<file path="src/rtl/inout_sram_arbiter.sv">
// Round-robin arbiter sharing the single-port InOut SRAM between N_REQ
// requesters. Supports a bounded burst lock, rejects out-of-range
// addresses before they reach the SRAM and steers read data back to the
// requester that issued the read.
module inout_sram_arbiter #(
    parameter int N_REQ     = 3,
    parameter int ADDR_W    = 18,
    parameter int DATA_W    = 16,
    parameter int MAX_WORDS = 196608,
    parameter int MAX_BURST = 16
) (
    input  logic                    clk,
    input  logic                    rst,
    input  logic [N_REQ-1:0]        req,
    input  logic [N_REQ-1:0]        req_we,
    input  logic [N_REQ-1:0]        req_lock,
    input  logic [N_REQ*ADDR_W-1:0] req_addr,
    input  logic [N_REQ*DATA_W-1:0] req_wdata,
    output logic [N_REQ-1:0]        gnt,
    output logic [N_REQ-1:0]        rvalid,
    output logic [DATA_W-1:0]       rdata,
    output logic [N_REQ-1:0]        err,
    output logic                    sram_cs,
    output logic                    sram_oe,
    output logic                    sram_web,
    output logic [ADDR_W-1:0]       sram_addr,
    output logic [DATA_W-1:0]       sram_wdata,
    input  logic [DATA_W-1:0]       sram_rdata
);

    localparam int                IDX_W    = $clog2(N_REQ);
    localparam int                CNT_W    = $clog2(MAX_BURST + 1);
    localparam logic [CNT_W-1:0]  CNT_MAX  = CNT_W'(MAX_BURST);
    localparam logic [ADDR_W:0]   LIMIT    = (ADDR_W + 1)'(MAX_WORDS);
    localparam logic [IDX_W-1:0]  LAST_IDX = IDX_W'(N_REQ - 1);
    localparam logic [N_REQ-1:0]  ONE_HOT0 = {{(N_REQ - 1){1'b0}}, 1'b1};

    typedef enum logic {
        S_IDLE,
        S_OWN
    } state_t;

    // Arbitration state
    state_t             state_q;
    logic [IDX_W-1:0]   ptr_q;
    logic [IDX_W-1:0]   owner_q;
    logic [CNT_W-1:0]   count_q;

    // Tag of the access issued last cycle, used to route the return
    logic               tag_valid_q;
    logic               tag_read_q;
    logic               tag_oob_q;
    logic [IDX_W-1:0]   tag_idx_q;

    // Last issued SRAM address / data, held while idle
    logic [ADDR_W-1:0]  addr_q;
    logic [DATA_W-1:0]  wdata_q;

    logic [ADDR_W-1:0]  addr_arr  [N_REQ];
    logic [DATA_W-1:0]  wdata_arr [N_REQ];
    logic [N_REQ-1:0]   oob;

    logic [N_REQ-1:0]   cand;
    logic               own_grant;
    logic               search_found;
    logic [IDX_W-1:0]   search_idx;
    logic [IDX_W-1:0]   win_idx;
    logic               grant_any;
    logic               issue_fire;
    logic               ret_read;

    // Unpack per-requester fields and flag out-of-range addresses
    for (genvar gi = 0; gi < N_REQ; gi++) begin : g_req
        assign addr_arr[gi]  = req_addr[gi*ADDR_W +: ADDR_W];
        assign wdata_arr[gi] = req_wdata[gi*DATA_W +: DATA_W];
        assign oob[gi]       = ({1'b0, addr_arr[gi]} >= LIMIT);
    end

    function automatic logic [IDX_W-1:0] wrap_idx(input logic [IDX_W-1:0] base, input int off);
        int s;
        s = int'(base) + off;
        if (s >= N_REQ) begin
            s = s - N_REQ;
        end
        return IDX_W'(s);
    endfunction

    function automatic logic [IDX_W-1:0] next_idx(input logic [IDX_W-1:0] w);
        return (w == LAST_IDX) ? '0 : w + 1'b1;
    endfunction

    // Owner keeps the grant while it requests, locks and has burst budget;
    // on release the owner sits out the cycle and the others compete.
    always_comb begin
        cand      = req;
        own_grant = 1'b0;
        if (state_q == S_OWN) begin
            own_grant = req[owner_q] & req_lock[owner_q] & (count_q < CNT_MAX);
            cand      = req & ~(ONE_HOT0 << owner_q);
        end
    end

    // Round-robin search from ptr upward with wrap; lowest offset wins
    always_comb begin
        search_found = 1'b0;
        search_idx   = '0;
        for (int k = N_REQ - 1; k >= 0; k--) begin
            if (cand[wrap_idx(ptr_q, k)]) begin
                search_found = 1'b1;
                search_idx   = wrap_idx(ptr_q, k);
            end
        end
    end

    assign win_idx    = own_grant ? owner_q : search_idx;
    assign grant_any  = ~rst & (own_grant | search_found);
    assign issue_fire = grant_any & ~oob[win_idx];

    assign gnt        = grant_any ? (ONE_HOT0 << win_idx) : '0;
    assign sram_cs    = issue_fire;
    assign sram_web   = ~(issue_fire & req_we[win_idx]);
    assign sram_addr  = rst ? '0 : (issue_fire ? addr_arr[win_idx]  : addr_q);
    assign sram_wdata = rst ? '0 : (issue_fire ? wdata_arr[win_idx] : wdata_q);

    // Return path: reset masks any in-flight tag immediately
    assign ret_read = ~rst & tag_valid_q & tag_read_q;
    assign rvalid   = ret_read ? (ONE_HOT0 << tag_idx_q) : '0;
    assign err      = (~rst & tag_valid_q & tag_oob_q) ? (ONE_HOT0 << tag_idx_q) : '0;
    assign sram_oe  = ret_read & ~tag_oob_q;
    assign rdata    = sram_oe ? sram_rdata : '0;

    // Arbitration FSM, return tag and held SRAM bus values
    always_ff @(posedge clk) begin
        if (rst) begin
            state_q     <= S_IDLE;
            ptr_q       <= '0;
            owner_q     <= '0;
            count_q     <= '0;
            tag_valid_q <= 1'b0;
            tag_read_q  <= 1'b0;
            tag_oob_q   <= 1'b0;
            tag_idx_q   <= '0;
            addr_q      <= '0;
            wdata_q     <= '0;
        end else begin
            tag_valid_q <= grant_any;
            tag_read_q  <= ~req_we[win_idx];
            tag_oob_q   <= oob[win_idx];
            tag_idx_q   <= win_idx;
            if (issue_fire) begin
                addr_q  <= addr_arr[win_idx];
                wdata_q <= wdata_arr[win_idx];
            end
            if (own_grant) begin
                count_q <= count_q + 1'b1;
            end else begin
                state_q <= S_IDLE;
                count_q <= '0;
                if (search_found) begin
                    ptr_q <= next_idx(search_idx);
                    // A burst budget of one makes the lock meaningless
                    if (req_lock[search_idx] && (MAX_BURST > 1)) begin
                        state_q <= S_OWN;
                        owner_q <= search_idx;
                        count_q <= CNT_W'(1);
                    end
                end
            end
        end
    end

endmodule

</file>
<file path="config.mk">
export PLATFORM = sky130hd
export DESIGN_NAME = inout_sram_arbiter
export DESIGN_NICKNAME = d
export VERILOG_FILES = /design/src/rtl/inout_sram_arbiter.sv
export SDC_FILE = /design/constraint.sdc
export NUM_CORES = 1
export LEC_CHECK = 0
export ABC_AREA = 0
export BUFFER_PORTS_ARGS = -buffer_cell sky130_fd_sc_hd__buf_2
export CAP_MARGIN = 20
export CORE_MARGIN = 2
export CORE_UTILIZATION = 40
export CTS_BUF_LIST = sky130_fd_sc_hd__clkbuf_8 sky130_fd_sc_hd__clkbuf_16
export DETAILED_ROUTE_END_ITERATION = 16
export PLACE_DENSITY = 0.77
export SYNTH_ARGS = -nofsm -noshare
export SYNTH_HDL_FRONTEND = slang
export SYNTH_SLANG_ARGS = --single-unit
</file>
<file path="constraint.sdc">
create_clock -name clk -period 2.7 [get_ports clk]
set_input_delay 0.405 -clock clk [delete_from_list [all_inputs] [get_ports clk]]
set_output_delay 0.405 -clock clk [all_outputs]
set_load 0.1 [all_outputs]
</file>
After elaboration in Yosys (flattened, before gate mapping)
Cells that the tools add are included.

storage, ports and cells
  logic and storage cells = 104
  output and inout bits = 62
  bits of input ports = 129
  register bits after elaboration = 49

cells by class
  equality and inequality tests = 1
  $add $sub $neg = 7
  reduce and logical (&&, ||, !) cells = 2
  $lt $le $gt $ge = 14
  bitwise logic cells = 19
  shift operators = 3
  mux-type cells = 48

operator list
  kind                    number
  $mux W16                5
  $mux W18                4
  $ge A18 B18 Y1 const B  3
  $bmux W18 S2            1
  $bmux W16 S2            1
  $lt A2 B3 Y1 const B    6
  $bmux W1 S2             8
  $mux W1                 16
  $mux W2                 8
  $mux W3                 4
  $and A1 B1 Y1           9
  $shl A1 B2 Y3 const A   3
  $ge A3 B2 Y1 const B    2
  $not A1 Y1              6
  $sub A2 B2 Y2 const B   3
  $add A5 B1 Y5 const B   1
  $lt A5 B5 Y1 const B    1
  $mux W5                 1
  $add A2 B1 Y3 const B   1
  $add A2 B2 Y3 const B   1
  $and A3 B3 Y3           1
  $ge A3 B3 Y1 const B    1
  $not A2 Y3              1
  $not A3 Y3              1
  other kinds (6)         6

Depth between registers and ports, before layout
  word-level depth = 16
  gate-level depth with buffers = 12
  depth with buffers taken out = 9

Worst setup path before layout
No wires, ideal clock.

  path type = register -> output
  from = register ptr_q[0]
  to = output sram_addr[16]
  path buffers = 2
  arrival time = 4.414 ns
  required time = 2.295 ns
  stages on the path, launching flop included = 11
  setup slack = -2.119 ns
  cell sequence = dfxtp_1 > inv_1 > ha_1 > nor4bb_1 > o41a_1 > nand4_1 > and2_1 > buf_2 > clkbuf_1 > a31oi_1 > a311oi_1

between the ends
  longest elaborated chain between the ends = 15
  elaborated cells between the ends (all ways) = 36
  those cells by class = add/sub (5); order compare (3); mux (23); bitwise (5)

ends and longest elaborated chain
  what                                                                    line      RTL
  start, declared                                                         45        logic [IDX_W-1:0] ptr_q;
  start signal, assigned                                                  160       ptr_q <= next_idx(search_idx);
  $add A2 B2 Y3                                                           81        s = int'(base) + off;
  $ge A3 B2 Y1 / $sub A2 B2 Y2 (equally long branches)                    82, 83
  $mux W2                                                                 82        if (s >= N_REQ) begin
  $bmux W1 S2                                                             108       if (cand[wrap_idx(ptr_q, k)]) begin
  $mux W1 (not written as such)                                           108
  $mux W2 (3 in a row)                                                    108
  $mux W2                                                                 115       assign win_idx = own_grant ? owner_q : search_idx;
  $not A2 Y3 (not written as such) / $bmux W1 S2 (equally long branches)  122, 117
  $bmux W18 S2 / $mux W1 (equally long branches)                          122, 117
  $mux W18 (not written as such) / $not A1 Y1 (equally long branches)     122, 117
  $mux W18 (not written as such) / $and A1 B1 Y1 (equally long branches)  122, 117
  $mux W18 (*) (2 in a row)                                               122       assign sram_addr = rst ? '0 : (issue_fire ? addr_arr[win_idx] : addr_q);
  end, declared                                                           26        output logic [ADDR_W-1:0] sram_addr,

Every way passes the cells marked *; elsewhere a longest branch is shown, timed or not. The select of a mux whose other input is x is not followed.

Worst setup path after layout
  from = register ptr_q[0]
  to = output sram_wdata[11]

between the ends
  longest elaborated chain between the ends = 15
  elaborated cells between the ends (all ways) = 36
  those cells by class = add/sub (5); order compare (3); mux (23); bitwise (5)

ends and longest elaborated chain
  what                                                                    line      RTL
  $add A2 B2 Y3                                                           81
  $ge A3 B2 Y1 / $sub A2 B2 Y2 (equally long branches)                    82, 83
  $mux W2                                                                 82
  $bmux W1 S2                                                             108
  $mux W1 (not written as such)                                           108
  $mux W2 (3 in a row)                                                    108
  $mux W2                                                                 115
  $not A2 Y3 (not written as such) / $bmux W1 S2 (equally long branches)  123, 117
  $bmux W16 S2 / $mux W1 (equally long branches)                          123, 117
  $mux W16 (not written as such) / $not A1 Y1 (equally long branches)     123, 117
  $mux W16 (not written as such) / $and A1 B1 Y1 (equally long branches)  123, 117
  $mux W16 (*) (2 in a row)                                               123       assign sram_wdata = rst ? '0 : (issue_fire ? wdata_arr[win_idx] : wdata_q);
  end, declared                                                           27        output logic [DATA_W-1:0] sram_wdata,

Marks and branches as above.

==> results.json <==
{
  "status": "finished with violations",
  "violations": "setup timing",
  "skew_ps": 5.64,
  "crit_path_max_fanout": 21,
  "postSynthCellCount": 371,
  "layout_commonest_cell": "buf_2",
  "leakage_nw": 2.79,
  "p_total_mw": 6.96,
  "via_per_inst": 5.29,
  "crit_required_ps": 2300,
  "antenna_found_initial": 0,
  "yosysWarnings": 0,
  "clock-root-buffer": "clkbuf_8",
  "place_hpwl_um": 9200,
  "die-area_mm2": 0.00879,
  "synth_top_cell_by_area": "dfxtp_1",
  "grt_first_pass_wirelength_um": 17000,
  "fmax_mhz": 299,
  "synthSimpleGateAreaFrac_pct": 25.4,
  "h-tree-depth": 2,
  "rsz0062_at_grt": "yes",
  "ys.flop_type": "dfxtp_1",
  "syn_area_mm2": 0.00322,
  "crit_path_start_kind": "register",
  "synth_top_area_share_pct": 30.5,
  "dp.cells": 667,
  "synthTopCellsByArea": "dfxtp_1 (30%), mux2i_1 (21%), a211o_1 (9.2%)",
  "grtUsageTotal_pct": 24.9,
  "yosys_register_bits": 49,
  "period_minus_slack_ps": 3350,
  "multi_input_area_mm2": 0.00262,
  "finalCritPeriodShare_pct": 124,
  "cts_hold_buf": 0,
  "drive_gt1_share_pct": 52.8,
  "ys_seq_area_share_pct": 30.5,
  "synth_compound_area_share_pct": 15.4,
  "start_util_pct": 41.5,
  "cts_tree": "yes",
  "fp.dieH_um": 93.7,
  "core-area_mm2": 0.00777,
  "drc": 0,
  "synth_edf_count": 0,
  "io_pins": 191,
  "insertion_delay_ps": 300,
  "instances_no_fill": 683,
  "final_max_slew_viol_count": 0,
  "whs_ps": 483,
  "first_pass_iters": 4,
  "synthAdderAreaFrac_pct": 1.17,
  "grt_pass1_vias": 3566,
  "synth.mux.area_fraction_pct": 21.4,
  "power-per-cell-area_mw_per_mm2": 1140,
  "cts_buffer_depth": 2,
  "setup.worst_path.end_class": "output pin",
  "dr_total_vias": 3613,
  "worstPathArrival_ps": 2940,
  "nNetsFinal": 712,
  "tightest_slew_ps": 505,
  "rows": 32,
  "clkTransAtPathRegs_ps": 90,
  "yosysUniqueCellTypes": 44,
  "grt_max_degree": 40,
  "ff_latch_area_um2": 983,
  "crit_type": "reg -> out",
  "synth_area_per_cell_um2": 8.68,
  "drv_cap": 0,
  "overflow": 0,
  "ant_nets": 0,
  "area_growth_pct": 89.5,
  "hold_viol_final": 0,
  "num_antenna_cells": 0,
  "cts_sinks": 49,
  "dp_worst_setup_slack_ps": -323,
  "synthArstFlopShare_pct": 0,
  "peakVddDrop_mv": 0.810,
  "synth_top_family_by_area": "simple AND/OR/NAND/NOR gates",
  "gp_congestion": 0.891,
  "postLayoutCoreUtil_pct": 78.6,
  "n_fill_cell": 497,
  "rrSetupSlack_ps": 0,
  "totalWireLength_um": 11600,
  "synth_nets": 503,
  "finalSetupViolations": 39,
  "relSlewSlack_pct": 66.6,
  "die_x_um": 93.7,
  "yosys.area_share.xor_xnor_pct": 0.816,
  "numCtsBuffers": 5,
  "min_path_type": "in -> reg",
  "port_buffers": 190,
  "setup_ws_ps": -648,
  "drtIter0Drc": 117,
  "routedWlPerCell_um": 17.1,
  "mostFrequentLayoutCells": "buf_2 (134), buf_12 (65), nor2_1 (48)"
}
where the power goes:
part / switching [mW] / internal [mW]
Sequential: 0.0924 / 0.950
Combinational: 3.17 / 2.28
Clock: 0.243 / 0.232
logic make-up (layout without fill, tap and decap cells):
family / Yosys count / after routing
fa+ha+maj: 3 / 3
compound gates: 62 / 62
xor+xnor: 3 / 3
simple gates: 151 / 151
mux: 69 / 69
buf+inv: 34 / 244
flops: 49 / 49
area by class of cell:
cell class / count / area share, %
clock buffer: 7 / 1.58
clock inverter: 1 / 0.0820
inverter: 5 / 0.369
multi-input combinational: 288 / 42.9
sequential: 49 / 16.1
tap: 102 / 2.09
timing repair buffer: 231 / 36.9
through the flow:
stage / TNS [ps] / instance area [µm²]
6_report: -21090 / 6100
5_1_grt: -26030 / 6100
4_1_cts: -20990 / 6050
3_5_place_dp: -10470 / 5870
3_3_place_gp: -7960 / 5870
2_1_floorplan: -26660 / 3780
sequential cells by signal, summed over array words and instances (netlist names):
| name | cells |
|---|---|
| addr_q | 18 |
| count_q | 5 |
| owner_q | 2 |
| ptr_q | 2 |
| state_q | 1 |
| tag_idx_q | 2 |
| tag_oob_q | 1 |
| tag_read_q | 1 |
| tag_valid_q | 1 |
| wdata_q | 16 |
critical path, cell delays in order, from the launching register on:
cell     delay (ps)
dfxtp_2         360
inv_2            50
ha_4            250
nor3_1          240
a31o_1          210
nor4_2           60
buf_4           150
nor2_4          160
buf_12          210
mux2i_1         130
a211o_1         380
mux2i_4         200
buf_12          200
routing by layer:
layer | vias to the layer above | wire length [µm] | global-route usage, % | share of wire, %
met1 | 1668 | 3950 | 24.5 | 34
met3 | 31 | 783 | 6.02 | 6.7
met2 | 171 | 6570 | 49.0 | 56
met4 | 0 | 345 | 10.4 | 3.0
li1 | 1743 | - | - | -
met5 | - | 0 | 0 | 0
synthesized netlist by cell type (all sizes together) (2+ instances only):
cell	instances
clkbuf	18
nor2	49
nor3b	5
a21oi	9
inv	5
nand2b	35
nand2	8
nor2b	7
nor3	7
ha	3
o21a	2
nand4	2
a31oi	4
mux2i	69
nand4b	2
dfxtp	49
and2	17
buf	11
o221ai	2
and3	7
nand3	5
o21ai	2
xor2	2
nor4	2
a31o	2
a211o	34
worst paths after layout:
path / start / to / cells after the start
max: ptr_q[0]$_SDFFE_PP0P_ / sram_wdata[11] / 12
min: req_we[2] / tag_read_q$_SDFF_PP0_ / 4
max reg2reg: ptr_q[0]$_SDFFE_PP0P_ / addr_q[2]$_DFF_P_ / 12
min reg2reg: ptr_q[1]$_SDFFE_PP0P_ / ptr_q[1]$_SDFFE_PP0P_ / 2
timing repair:
| item | 4_1_cts | 5_1_grt |
|---|---|---|
| pin swaps | 5 | 2 |
| setup buffers | 5 | 1 |
| cloned | 1 | 1 |
| gates resized for setup | 8 | 3 |
| setup endpoints to repair | 39 | 40 |
Power figures use the tool's default switching activity.
